==> src/rtl/imm_split.sv <==
// imm_split: decomposes a 32-bit constant into the minimal sequence of
// 16-bit immediate beats, each tagged with the extender op that expands it.
`timescale 1ns/1ps

module imm_split (
    input  logic        clk,
    input  logic        reset,
    input  logic        in_valid,
    input  logic [31:0] in_value,
    output logic        in_ready,
    output logic        out_valid,
    input  logic        out_ready,
    output logic [15:0] out_imm,
    output logic [1:0]  out_eop,
    output logic        out_last,
    output logic [31:0] beat_count
);

    localparam logic [1:0] EOP_SEXT = 2'b00;
    localparam logic [1:0] EOP_ZEXT = 2'b01;
    localparam logic [1:0] EOP_HIGH = 2'b10;

    typedef enum logic [1:0] {
        IDLE = 2'b00,
        ONE  = 2'b01,
        HI   = 2'b10
    } state_t;

    state_t      state_q, state_d;
    logic [15:0] lo_q, lo_d;
    logic        valid_d;
    logic [15:0] imm_d;
    logic [1:0]  eop_d;
    logic        last_d;

    logic        accept;
    logic        out_hs;
    logic        v_sext;
    logic        v_hi_zero;
    logic        v_lo_zero;

    assign in_ready  = (state_q == IDLE) | ((state_q == ONE) & out_ready);
    assign accept    = in_valid & in_ready;
    assign out_hs    = out_valid & out_ready;

    assign v_sext    = (in_value == {{16{in_value[15]}}, in_value[15:0]});
    assign v_hi_zero = (in_value[31:16] == 16'h0000);
    assign v_lo_zero = (in_value[15:0] == 16'h0000);

    // Next-state and next-beat selection; an accept overrides the drain
    // decision of the current state because it only happens in IDLE or as
    // the final beat leaves.
    always_comb begin
        state_d = state_q;
        valid_d = out_valid;
        imm_d   = out_imm;
        eop_d   = out_eop;
        last_d  = out_last;
        lo_d    = lo_q;

        case (state_q)
            IDLE: ;
            ONE: begin
                if (out_ready) begin
                    state_d = IDLE;
                    valid_d = 1'b0;
                end
            end
            HI: begin
                if (out_ready) begin
                    state_d = ONE;
                    imm_d   = lo_q;
                    eop_d   = EOP_ZEXT;
                    last_d  = 1'b1;
                end
            end
            default: begin
                state_d = IDLE;
                valid_d = 1'b0;
            end
        endcase

        if (accept) begin
            valid_d = 1'b1;
            if (v_sext) begin
                state_d = ONE;
                imm_d   = in_value[15:0];
                eop_d   = EOP_SEXT;
                last_d  = 1'b1;
            end else if (v_hi_zero) begin
                state_d = ONE;
                imm_d   = in_value[15:0];
                eop_d   = EOP_ZEXT;
                last_d  = 1'b1;
            end else if (v_lo_zero) begin
                state_d = ONE;
                imm_d   = in_value[31:16];
                eop_d   = EOP_HIGH;
                last_d  = 1'b1;
            end else begin
                state_d = HI;
                imm_d   = in_value[31:16];
                eop_d   = EOP_HIGH;
                last_d  = 1'b0;
                lo_d    = in_value[15:0];
            end
        end
    end

    // State, pending low half and the registered output beat.
    always_ff @(posedge clk or posedge reset) begin
        if (reset) begin
            state_q   <= IDLE;
            lo_q      <= '0;
            out_valid <= 1'b0;
            out_imm   <= '0;
            out_eop   <= EOP_SEXT;
            out_last  <= 1'b0;
        end else begin
            state_q   <= state_d;
            lo_q      <= lo_d;
            out_valid <= valid_d;
            out_imm   <= imm_d;
            out_eop   <= eop_d;
            out_last  <= last_d;
        end
    end

    // Running count of output handshakes, wrapping naturally at 2^32.
    always_ff @(posedge clk or posedge reset) begin
        if (reset) begin
            beat_count <= '0;
        end else if (out_hs) begin
            beat_count <= beat_count + 32'd1;
        end
    end

endmodule

==> config.mk <==
export PLATFORM = sky130hd
export DESIGN_NAME = imm_split
export DESIGN_NICKNAME = d
export VERILOG_FILES = /design/src/rtl/imm_split.sv
export SDC_FILE = /design/constraint.sdc
export NUM_CORES = 1
export LEC_CHECK = 0
export CAP_MARGIN = 10
export CORE_MARGIN = 2
export CORE_UTILIZATION = 49
export DETAILED_ROUTE_END_ITERATION = 8
export HOLD_SLACK_MARGIN = 0.15
export PLACE_DENSITY = 0.8
export RECOVER_POWER = 50
export SLEW_MARGIN = 20
export SYNTH_ARGS = -nofsm -noshare
export SYNTH_HDL_FRONTEND = slang
export SYNTH_SLANG_ARGS = --single-unit
==> constraint.sdc <==
create_clock -name clk -period 2.3 [get_ports clk]
set_clock_uncertainty 0.05 [all_clocks]
set_input_delay 0.345 -clock clk [delete_from_list [all_inputs] [get_ports clk]]
set_output_delay 0.345 -clock clk [all_outputs]
set_load 0.02 [all_outputs]
# Yosys cells after proc, flatten, opt, wreduce, memory -nomap -nowiden
# Cells that the tools add are included.
[totals] ff_bits=70 input_bits=36
[op_classes] eq_ne=7 bitwise=7 muxes=25 add_sub_neg=1 reduce_logical=10
[op_table] op="16-bit two-way mux" count=5
[op_table] op="32-bit by 1-bit adder with 32-bit output, second input constant" count=1
[op_table] op="16-bit zero test" count=2
[op_table] op="2-bit two-way mux" count=10
[op_table] op="16-bit == test" count=1
[op_table] op="1-bit two-way mux" count=8
[op_table] op="3-bit inequality test, second input constant" count=2
[op_table] op="2-bit one-hot mux with 3 select lines" count=1
[op_table] op="2-bit AND reduction" count=2
[op_table] op="4-bit AND reduction" count=1
[op_table] op="2-bit nonzero test" count=2
[op_table] op="1-bit AND" count=3
[op_table] op="1-bit inverter" count=3
[op_table] op="3-bit AND reduction" count=1
[op_table] op="2-bit by 1-bit == test with 1-bit output, second input constant" count=1
[op_table] op="2-bit == test, second input constant" count=1
[op_table] op="2-bit zero test" count=1
[op_table] op="2-bit by 1-bit inequality test with 1-bit output, second input constant" count=1
[op_table] op="2-bit inequality test, second input constant" count=1
[op_table] op="1-bit one-hot mux with 2 select lines" count=1
[op_table] op="2-bit OR reduction" count=1
[op_table] op="1-bit bitwise OR" count=1

# Logic depth before layout (Yosys ltp)
# Gate-level depths: netlist (run 1).
[logic_depth] depth_word=6 depth_mapped=7 mapped_depth_nobuf=5

# Least setup slack after synthesis (run 1)
# OpenSTA, ideal clock, no wires.
[synth_timing] path_kind="input port to flip-flop" start="input port in_value[31]" end="register lo_q[0]" setup_time_ps=125 t_arrival_ps=1752 path_slack_ps=373 required_time_ps=2125 path_stages=6 cell_sequence="nand4_1 or3_1 buf_6 o2111ai_4 buf_8 mux2_4"
[synth_via] elab_chain_cells=3 elab_cells_between_ends=5 cone_classes="eq/ne: 1; bitwise: 2; reduce/logical: 2"
[synth_rtl] element="start, declared" line="9" text="input logic [31:0] in_value,"
[synth_rtl] element="16-bit == test / 16-bit zero test (equally long branches)" line="46, 47"
[synth_rtl] element="1-bit inverter (no source line)"
[synth_rtl] element="4-bit AND reduction (no source line) *"
[synth_rtl] element="end signal, assigned" line="121" text="lo_q <= lo_d;"
[synth_rtl] element="end, declared" line="30" text="logic [15:0] lo_q, lo_d;"
# Every way passes the cells marked *; elsewhere a longest branch is shown, timed or not.
# A chain may end at the register's enable or synchronous reset.

# Worst setup path in the final report (run 1)
[layout_timing] start="input port out_ready" end="output port in_ready"
[layout_via] elab_chain_cells=2
[layout_rtl] element="start, declared" line="12" text="input logic out_ready,"
[layout_rtl] element="1-bit AND" line="42" text="assign in_ready = (state_q == IDLE) | ((state_q == ONE) & out_ready);"
[layout_rtl] element="1-bit bitwise OR" line="42"
[layout_rtl] element="end, declared" line="10" text="output logic in_ready,"
# Every way passes these cells.

==> results of run 1 <==
## flip-flops by register name (all words and copies together) (netlist names)
register	flops
beat_count	32
lo_q	16
out_imm	16
out_eop	2
state_q	2
out_last	1
out_valid	1
## how the worst max path moves through the flow
| stage | endpoint | slack, ns |
|---|---|---|
| 6_report | in_ready | 0.11 |
| 2_1_floorplan | beat_count[0]$_DFFE_PP0P_ | 0.14 |
| 4_1_cts | in_ready | 0.17 |
| 5_1_grt | in_ready | 0.06 |
| 3_5_place_dp | out_imm[12]$_DFFE_PP0P_ | -0.13 |
| 3_3_place_gp | out_imm[4]$_DFFE_PP0P_ | -0.05 |
## layout by cell type (no fill, tap or decap), types with 2 or more instances in the layout
cell type and instances:
or3_1 4, a21oi_1 21, nor2_1 9, inv_1 7
buf_4 33, clkbuf_1 4, mux2_4 7, clkdlybuf4s50_1 78
nor4_1 20, mux2_2 10, nand2b_1 3, nor3_1 5
and4b_1 14, nor2b_1 2, o211ai_1 13, nand2_1 27
nand4_1 11, nand3_1 11, and4_1 5, o21a_1 2
dfrtp_1 70, xnor2_1 15, xor2_1 16, bufinv_16 2
clkinv_4 2, dlygate4sd3_1 10, clkbuf_8 10, o2111ai_1 12
o21ai_0 4
## Yosys cell counts
library cell  number  area [um2]
and3_1             1        6.26
nand2_1           27         101
buf_2              1        5.00
and3b_1            1        8.76
buf_1              1        3.75
nor4_1            20         125
and4b_1           14         140
and2_1             1        6.26
o2111ai_4          1        26.3
a21o_1             1        7.51
o311a_1            1        10.0
o21ai_0            4        20.0
nand4_1           11        68.8
or3_1              4        25.0
o211ai_1          13        97.6
o21a_1             2        15.0
or4_1              1        7.51
inv_1              8        30.0
mux2_4             7         105
o31ai_1            1        7.51
mux2i_1            1        10.0
o221ai_1           1        8.76
dfrtp_1           70        1750
nor3_1             5        25.0
and4_1             5        43.8
buf_8              1        15.0
a22o_1             1        8.76
nand3_1           11        55.1
buf_6              1        11.3
a211oi_1           1        7.51
mux2_2            10         113
o2bb2ai_1          1        8.76
a21oi_1           21         105
nand2b_1           3        18.8
nor2_1             9        33.8
o22ai_1            1        6.26
o2111ai_1         12         105
nor2_4             1        11.3
clkbuf_1          16        60.1
xor2_1            16         140
ha_1               1        12.5
nor2b_1            2        12.5
xnor2_1           15         131
## area by class of cell
cell class	instances	area, um2	share of cell area, %
Clock buffer	11	141	2.87
Clock inverter	5	82.6	1.68
Inverter	8	30.0	0.610
Multi-Input combinational cell	227	1640	33.2
Sequential cell	70	1750	35.6
Tap cell	96	120	2.44
Timing Repair Buffer	126	1160	23.6
## power by group
part | internal, mW | switching, mW
clock network | 0.643 | 0.475
registers | 1.62 | 0.270
logic | 0.989 | 0.961
## worst reg2reg max path: cells and delay by family (launching register included)
kind                      cells  cell delay, ns
xor gates and xnor gates      1            0.21
DFF                           1            0.44
and+or+nand+nor               3            1.12
## routing by layer
metal  up-vias  share of wire (%)
li1       1451                  -
met1      1511                 43
met2       116                 49
met3        14                5.8
met4         0                2.0
met5         -                  0
## kinds of logic after synthesis
family                   after synthesis  synth area share [%]
buffers and inverters                 28                  3.56
multiplexers                          18                  6.48
AND/OR/NAND/NOR                      116                  19.6
adder cells (fa/ha/maj)                1                 0.356
AO/OA/AOI/OAI                         61                  12.4
XOR/XNOR                              31                  7.73
flip-flops                            70                  49.9
## per-stage QoR
stage          TNS (ns)  utilization (%)  hold slack (ns)  area (um2)
2_1_floorplan         0                -            0.421        3510
3_3_place_gp     -0.683             68.8            0.407        4730
3_5_place_dp      -2.05             68.8            0.418        4730
4_1_cts               0             72.1            0.364        4950
5_1_grt               0             71.7            0.448        4930
6_report              0             71.7            0.419        4930
==> flow_metrics.env, run 1 <==
export IMPL_period_minus_slack_ns=2.19
export IMPL_crit_buf_inv=2
export IMPL_total_power_mw=4.96
export IMPL_slew_headroom_pct=-1.13
export IMPL_r2r_end="beat_count[27]$_DFFE_PP0P_"
export IMPL_vias=3092
export IMPL_htree_num_levels=3
export IMPL_worst_path_largest_cell_delay_ns=0.62
export IMPL_rows=30
export IMPL_setup_ws_ns=0.112
export IMPL_cts_tree="yes"
export IMPL_port_buffers=88
export IMPL_status="finished, violations left"
export IMPL_clkSinkCount=70
export IMPL_die_h_um=88.7
export IMPL_hold_depth=1
export IMPL_critPathTopFamily="buffers and inverters"
export IMPL_holdPathEnd="beat_count[31]$_DFFE_PP0P_"
export IMPL_use_met1_pct=34.4
export IMPL_area_delta_synth_final_pct=40.3
export IMPL_io_pins=89
export IMPL_synth_net_count=362
export IMPL_yosysWarnings=0
export IMPL_final_nets=479
export IMPL_grt_pass1_vias=3063
export IMPL_cts_buffers=9
export IMPL_critPathMaxFanout=5
export IMPL_grt_pass1_wl_mm=15.4
export IMPL_grt_max_degree=71
export IMPL_fmax_mhz=457
export IMPL_grt_overflow_total=0
export IMPL_required_ns=1.90
export IMPL_insertedDiodeCount=0
export IMPL_crit_chain="dlygate4sd3_1 -> nor2b_1 -> nor2_1 -> clkdlybuf4s50_1"
export IMPL_globalRoute_busiestLayer="met2"
export IMPL_worstMarginPinSlew_ns=1.52
export IMPL_place_hpwl_mm=6.63
export IMPL_reg2reg_from="beat_count[2]$_DFFE_PP0P_"
export IMPL_hold_class="reg -> reg"
export IMPL_slew_viol_final=71
export IMPL_ys_types=43
export IMPL_startpoint="out_ready"
export IMPL_grt_use_total_pct=25.6
export IMPL_critPathArrivalTime_ns=1.79
export IMPL_antenna_found_initial=0
export IMPL_leakage_nw=2.11
export IMPL_hp_start="beat_count[31]$_DFFE_PP0P_"
export IMPL_power_density_nw_per_um2=1010
export IMPL_ant_nets=0
export IMPL_rsz0062_at_grt="no"
export IMPL_die_w_um=88.7
export IMPL_finalSetupViolations=0
export IMPL_critPathKind="in -> out"
export IMPL_wl_per_cell_um=17.2
export IMPL_finalHoldViolations=0
export IMPL_post_cts_buffers=0
export IMPL_cts_hold_buffers_added=0
export IMPL_ff2ff_setup_slack_ns=0.40
export IMPL_reg2regPathDepth=4
export IMPL_pre_cts_ws_ns=-0.126
export IMPL_use_met2_pct=41.6
export IMPL_drive_gt1_share_pct=15.4
export IMPL_drv_cap=1
export IMPL_n_fill_cell=501
export IMPL_postRouteWirelength_mm=9.33
export IMPL_ys_ff_latch=70
export IMPL_post_route_period_util_pct=95.2
export IMPL_cts_buffer_depth=2
export IMPL_cts_resized=0
export IMPL_netlist_area_um2=3510
export IMPL_ir_drop_mv=0.599
export IMPL_worstSetupPathDepth=4
export IMPL_cp_end_kind="output pin"
export IMPL_worstSkewPairLatency_ns=0.35
export IMPL_drtPass1Iterations=4
export IMPL_cp_start_kind="input pin"
export IMPL_gp_congestion=0.901
export IMPL_die_area_um2=7860
export IMPL_syn_avg_cell_area_um2=10.8
export IMPL_coreArea_um2=6870
export IMPL_drcViolationCount=0
export IMPL_dp_cells=527
export IMPL_syn_inst=325
export IMPL_drtIter0Drc=160
export IMPL_met3_usage_pct=3.92
export IMPL_fin_cells=543
export IMPL_cpMaxStageDelayCell="dlygate4sd3_1"
export IMPL_clk_pin_slew_ns=0.07
export IMPL_vias_per_cell=5.69
export IMPL_violations="capacitance limit, slew limit"
export IMPL_initial_utilization_pct=51.1
export IMPL_synth_seq_area_share_pct=49.9
export IMPL_root_buffer="clkbuf_8"
No activity file was read; power rests on OpenSTA's default activity.
==> run 2: changes to the inputs <==
Settings changed: CORE_UTILIZATION 49 to 54, DONT_BUFFER_PORTS set to 1, PLACE_DENSITY 0.8 to 0.69.
==> run 2 against run 1 <==
Compared with the run above: the run now ends clean; utilization decreased by 8.9 points; total power is 15% lower; highest routed layer unchanged; critical path depth unchanged; cell area fell by 19%; sequential power grew 17%; fmax rose by 9.1%; sequential share of layout area increased by 8.6 points.
==> flow_metrics.env, run 2 (same netlist as run 1, synthesis figures left out) <==
export IMPL_status="finished, final reports clean"
export IMPL_crit_chain="nand4_1 -> or3_1 -> nor4_1 -> xor2_1"
export IMPL_p_int_mw=2.66
export IMPL_die_area_um2=7160
export IMPL_grt_max_degree=30
export IMPL_setup_ws_ns=0.294
export IMPL_coreArea_um2=6310
export IMPL_p_clk_share_pct=22.0
export IMPL_slew_viol_final=0
export IMPL_clk_pin_slew_ns=0.08
export IMPL_ant_nets=0
export IMPL_n_fill_cell=529
export IMPL_io_pins=89
export IMPL_post_route_period_util_pct=87.2
export IMPL_pre_cts_ws_ns=0.145
export IMPL_gp_congestion=0.909
export IMPL_whs_ns=0.174
export IMPL_vias=2709
export IMPL_rsz0062_at_grt="no"
export IMPL_grt_overflow_total=0
export IMPL_pwr_share_comb_pct=25.4
export IMPL_cts_tree="yes"
export IMPL_total_power_mw=4.21
export IMPL_worstSkewPairLatency_ns=0.33
export IMPL_final_seq_area_um2=1750
export IMPL_worst_path_largest_cell_delay_ns=0.57
export IMPL_area_delta_synth_final_pct=13.0
export IMPL_insertedDiodeCount=0
export IMPL_required_ns=2.49
export IMPL_seqPwrFrac_pct=52.6
export IMPL_dp_cells=393
export IMPL_worstMarginPinSlew_ns=1.12
export IMPL_drive_gt1_share_pct=12.3
export IMPL_critPathArrivalTime_ns=2.20
export IMPL_slew_headroom_pct=24.9
export IMPL_final_cell_mix="70 x dfrtp_1, 27 x nand2_1, 21 x a21oi_1"
export IMPL_cts_buffer_depth=2
export IMPL_multiInputGateArea_um2=1640
export IMPL_grt_pass1_wl_mm=14.1
export IMPL_critPathKind="reg -> reg"
export IMPL_finalSetupViolations=0
export IMPL_cts_buffers=9
export IMPL_drtPass1Iterations=4
export IMPL_hold_class="in -> reg"
export IMPL_final_nets=382
export IMPL_die_w_um=84.6
export IMPL_postRouteWirelength_mm=8.45
export IMPL_port_buffers=0
export IMPL_wl_per_cell_um=19.8
export IMPL_rows=29
export IMPL_drv_cap=0
export IMPL_grt_pass1_vias=2794
export IMPL_period_minus_slack_ns=2.01
export IMPL_drtIter0Drc=171
export IMPL_netSwitchingFraction_pct=36.9
export IMPL_final_area_um2=3970
export IMPL_tns_ns=0
export IMPL_antenna_found_initial=0
export IMPL_fmax_mhz=498
export IMPL_clkSinkCount=70
export IMPL_top_register="beat_count"
export IMPL_place_hpwl_mm=5.81
export IMPL_finalHoldViolations=0
export IMPL_cp_end_kind="flop"
export IMPL_drcViolationCount=0
export IMPL_mostFrequentLayoutCell="dfrtp_1"
export IMPL_p_sw_mw=1.56
export IMPL_fin_cells=426
export IMPL_grt_use_total_pct=24.5
export IMPL_root_buffer="clkbuf_8"
export IMPL_cp_start_kind="flop"
export IMPL_initial_utilization_pct=55.6
export IMPL_die_h_um=84.6
export IMPL_dpl_cell_area_um2=3610
export IMPL_cpMaxStageDelayCell="or3_1"
export IMPL_critPathMaxFanout=10
export IMPL_ff2ff_setup_slack_ns=0.29
export IMPL_ir_drop_mv=0.550
export IMPL_htree_num_levels=3
export IMPL_fin_util_pct=62.9
export IMPL_hold_depth=2
export IMPL_leakage_nw=1.72
export IMPL_power_density_nw_per_um2=1060
export IMPL_top_regs="beat_count x32, lo_q x16, out_imm x16"
export IMPL_reg2regPathDepth=4
export IMPL_largest_reg_flops=32
export IMPL_vias_per_cell=6.36
[run 2: cell count changes in the layout (fill, tap and decap cells not counted), moves of 2 or more]
cell / before / now
buf_4: 33 / 10
clkbuf_1: 4 / 2
clkdlybuf4s50_1: 78 / 0
dlygate4sd3_1: 10 / 18
[run 2: final cells by class]
class / count / area share [%]
flip-flops and latches: 70 / 44.1
multi-input cells: 227 / 41.2
repair buffers: 29 / 6.94
clock buffers: 11 / 3.31
well taps: 77 / 2.43
clock inverters: 4 / 1.23
inverters: 8 / 0.757
[run 2: final timing paths]
kind,startpoint,end
max reg2reg,out_valid$_DFFE_PP0P_,beat_count[25]$_DFFE_PP0P_
max,out_valid$_DFFE_PP0P_,beat_count[25]$_DFFE_PP0P_
min reg2reg,lo_q[2]$_DFFE_PP0P_,lo_q[2]$_DFFE_PP0P_
min,in_value[26],out_imm[10]$_DFFE_PP0P_
min in group asynchronous,reset,beat_count[18]$_DFFE_PP0P_
max in group asynchronous,reset,out_imm[12]$_DFFE_PP0P_
[run 2: power by group through the flow]
stage	clock network, mW	logic [mW]	registers, mW
CTS	0.947	1.07	2.22
floorplan	0	0.859	2.12
finish	0.926	1.07	2.22
detailed placement	0	1.04	2.24
global placement	0	1.01	2.23
global route	0.991	1.19	2.26
[run 2: repair_timing]
action	CTS	global route
resized for setup	0	0
hold buffers	18	0
endpoints found under the setup margin	0	0
endpoints found under the hold margin	59	0
buffers inserted	0	0
[run 2: worst max-delay path: cells and delay by family (launching register included)]
kind | cells | cell delay (ns)
DFF | 1 | 0.55
xor gates and xnor gates | 1 | 0.19
and+or+nand+nor | 3 | 1.13
[run 2: routing by layer]
layer / up-vias / part of all wire, % / global-route usage, %
met4: 0 / 1.2 / 8.66
met1: 1333 / 44 / 33.2
li1: 1266 / - / -
met3: 10 / 6.8 / 6.69
met2: 100 / 48 / 38.2
met5: - / 0 / 0
==> run 3: changes to the inputs <==
Settings changed: CTS_CLUSTER_DIAMETER set to 60.
Clock period 2.3 ns to 2.1 ns, I/O delays scaled along.
==> run 3 against run 2 <==
Compared with the run above: utilization rose by 3.0 points; sequential share of layout area is 2.0 points lower; total power is 15% higher; first-iteration DRC count down 39%; combinational power grew 27%; cell area is 4.7% higher; worst setup slack got worse by 0.10 ns; sequential power increased by 4%; non-clock buffer count is 23 higher; via count is 4.2% higher; critical path type unchanged.
==> flow_metrics.env, run 3 (same netlist as run 1, synthesis figures left out) <==
export IMPL_final_nets=405
export IMPL_seqPwrFrac_pct=47.6
export IMPL_fin_util_pct=65.8
export IMPL_period_minus_slack_ns=1.91
export IMPL_ir_drop_mv=0.640
export IMPL_finalSetupViolations=0
export IMPL_leakage_nw=1.79
export IMPL_drcViolationCount=0
export IMPL_setup_ws_ns=0.190
export IMPL_slew_headroom_pct=9.69
export IMPL_p_sw_mw=1.77
export IMPL_htree_num_levels=3
export IMPL_final_cell_mix="70 x dfrtp_1, 27 x nand2_1, 26 x dlygate4sd3_1"
export IMPL_drtIter0Drc=105
export IMPL_grt_pass1_wl_mm=14.9
export IMPL_power_density_nw_per_um2=1170
export IMPL_insertedDiodeCount=0
export IMPL_fin_cells=450
export IMPL_gp_congestion=0.851
export IMPL_vias_per_cell=6.27
export IMPL_status="finished, final reports clean"
export IMPL_drv_cap=0
export IMPL_slew_viol_final=0
export IMPL_critPathArrivalTime_ns=2.13
export IMPL_mostFrequentLayoutCell="dfrtp_1"
export IMPL_fmax_mhz=524
export IMPL_use_met1_pct=33.7
export IMPL_cp_end_kind="flop"
export IMPL_dp_cells=408
export IMPL_clkSinkCount=70
export IMPL_multiInputGateArea_um2=1640
export IMPL_rsz0062_at_grt="no"
export IMPL_pre_cts_ws_ns=0.00112
export IMPL_globalRoute_busiestLayer="met2"
export IMPL_final_area_um2=4160
export IMPL_die_h_um=84.6
export IMPL_hold_class="in -> reg"
export IMPL_cts_buffer_depth=2
export IMPL_whs_ns=0.151
export IMPL_postRouteWirelength_mm=8.91
export IMPL_port_buffers=0
export IMPL_dpl_cell_area_um2=3720
export IMPL_netSwitchingFraction_pct=36.5
export IMPL_ant_nets=0
export IMPL_p_clk_share_pct=24.5
export IMPL_total_power_mw=4.86
export IMPL_finalHoldViolations=0
export IMPL_io_pins=89
export IMPL_initial_utilization_pct=55.6
export IMPL_top_register="beat_count"
export IMPL_root_buffer="clkbuf_8"
export IMPL_wl_per_cell_um=19.8
export IMPL_cts_tree="yes"
export IMPL_critPathKind="reg -> reg"
export IMPL_vias=2823
export IMPL_worstMarginPinSlew_ns=1.35
export IMPL_grt_max_degree=43
export IMPL_use_met2_pct=42.4
export IMPL_grt_use_total_pct=26.4
export IMPL_cp_start_kind="flop"
export IMPL_antenna_found_initial=0
export IMPL_tns_ns=0
export IMPL_critPathMaxFanout=9
export IMPL_drive_gt1_share_pct=13.4
export IMPL_post_route_period_util_pct=91.0
export IMPL_rows=29
export IMPL_post_cts_buffers=0
export IMPL_coreArea_um2=6310
export IMPL_largest_reg_flops=32
export IMPL_die_w_um=84.6
export IMPL_n_fill_cell=514
export IMPL_final_seq_area_um2=1750
export IMPL_required_ns=2.32
export IMPL_die_area_um2=7160
export IMPL_grt_overflow_total=0
export IMPL_drtPass1Iterations=4
export IMPL_worstSkewPairLatency_ns=0.35
export IMPL_clk_pin_slew_ns=0.08
export IMPL_top_regs="beat_count x32, lo_q x16, out_imm x16"
export IMPL_cts_buffers=9
export IMPL_area_delta_synth_final_pct=18.3
export IMPL_pwr_share_comb_pct=27.9
export IMPL_p_int_mw=3.08
export IMPL_met3_usage_pct=7.08
export IMPL_place_hpwl_mm=6.02
export IMPL_grt_pass1_vias=2958
-- run 3: final timing paths --
kind	start	end	slack (ns)	depth (start not counted)
setup / recovery	beat_count[1]$_DFFE_PP0P_	beat_count[28]$_DFFE_PP0P_	0.19	5
hold / removal	in_value[24]	out_imm[8]$_DFFE_PP0P_	0.15	2
setup reg to reg	beat_count[1]$_DFFE_PP0P_	beat_count[28]$_DFFE_PP0P_	0.19	5
hold reg to reg	lo_q[9]$_DFFE_PP0P_	lo_q[9]$_DFFE_PP0P_	0.45	1
max in group asynchronous	reset	out_valid$_DFFE_PP0P_	0.57	3
min in group asynchronous	reset	out_imm[8]$_DFFE_PP0P_	0.66	2
-- run 3: layout make-up --
class | instances | area share [%]
Sequential cell | 70 | 42.1
Clock inverter | 6 | 2.08
Clock buffer | 10 | 3.07
Inverter | 8 | 0.753
Multi-Input combinational cell | 227 | 39.5
Timing Repair Buffer | 52 | 10.2
Tap cell | 77 | 2.32
-- run 3: worst max-delay path: stages (launching register included) --
cell,delay (ns)
dfrtp_1,0.50
ha_1,0.20
nand3_1,0.16
or3_4,0.45
nor4_1,0.28
xor2_1,0.19
-- run 3: repair_timing --
item | CTS | global route
resized for setup | 0 | 1
endpoints found under the setup margin | 0 | 4
hold buffers | 26 | 0
endpoints found under the hold margin | 62 | 0
-- run 3: power by group through the flow --
stage	Clock (mW)	Sequential, mW	Combinational, mW
finish	1.19	2.31	1.36
global route	1.26	2.37	1.49
CTS	1.21	2.32	1.39
detailed placement	0	2.34	1.34
global placement	0	2.33	1.30
floorplan	0	2.33	0.941
-- run 3: layer usage --
layer / share of wire, % / up-vias / wire, um
met5: 0 / - / 0
met4: 1.8 / 0 / 163
li1: - / 1309 / -
met3: 7.5 / 16 / 668
met1: 41 / 1389 / 3680
met2: 49 / 109 / 4400
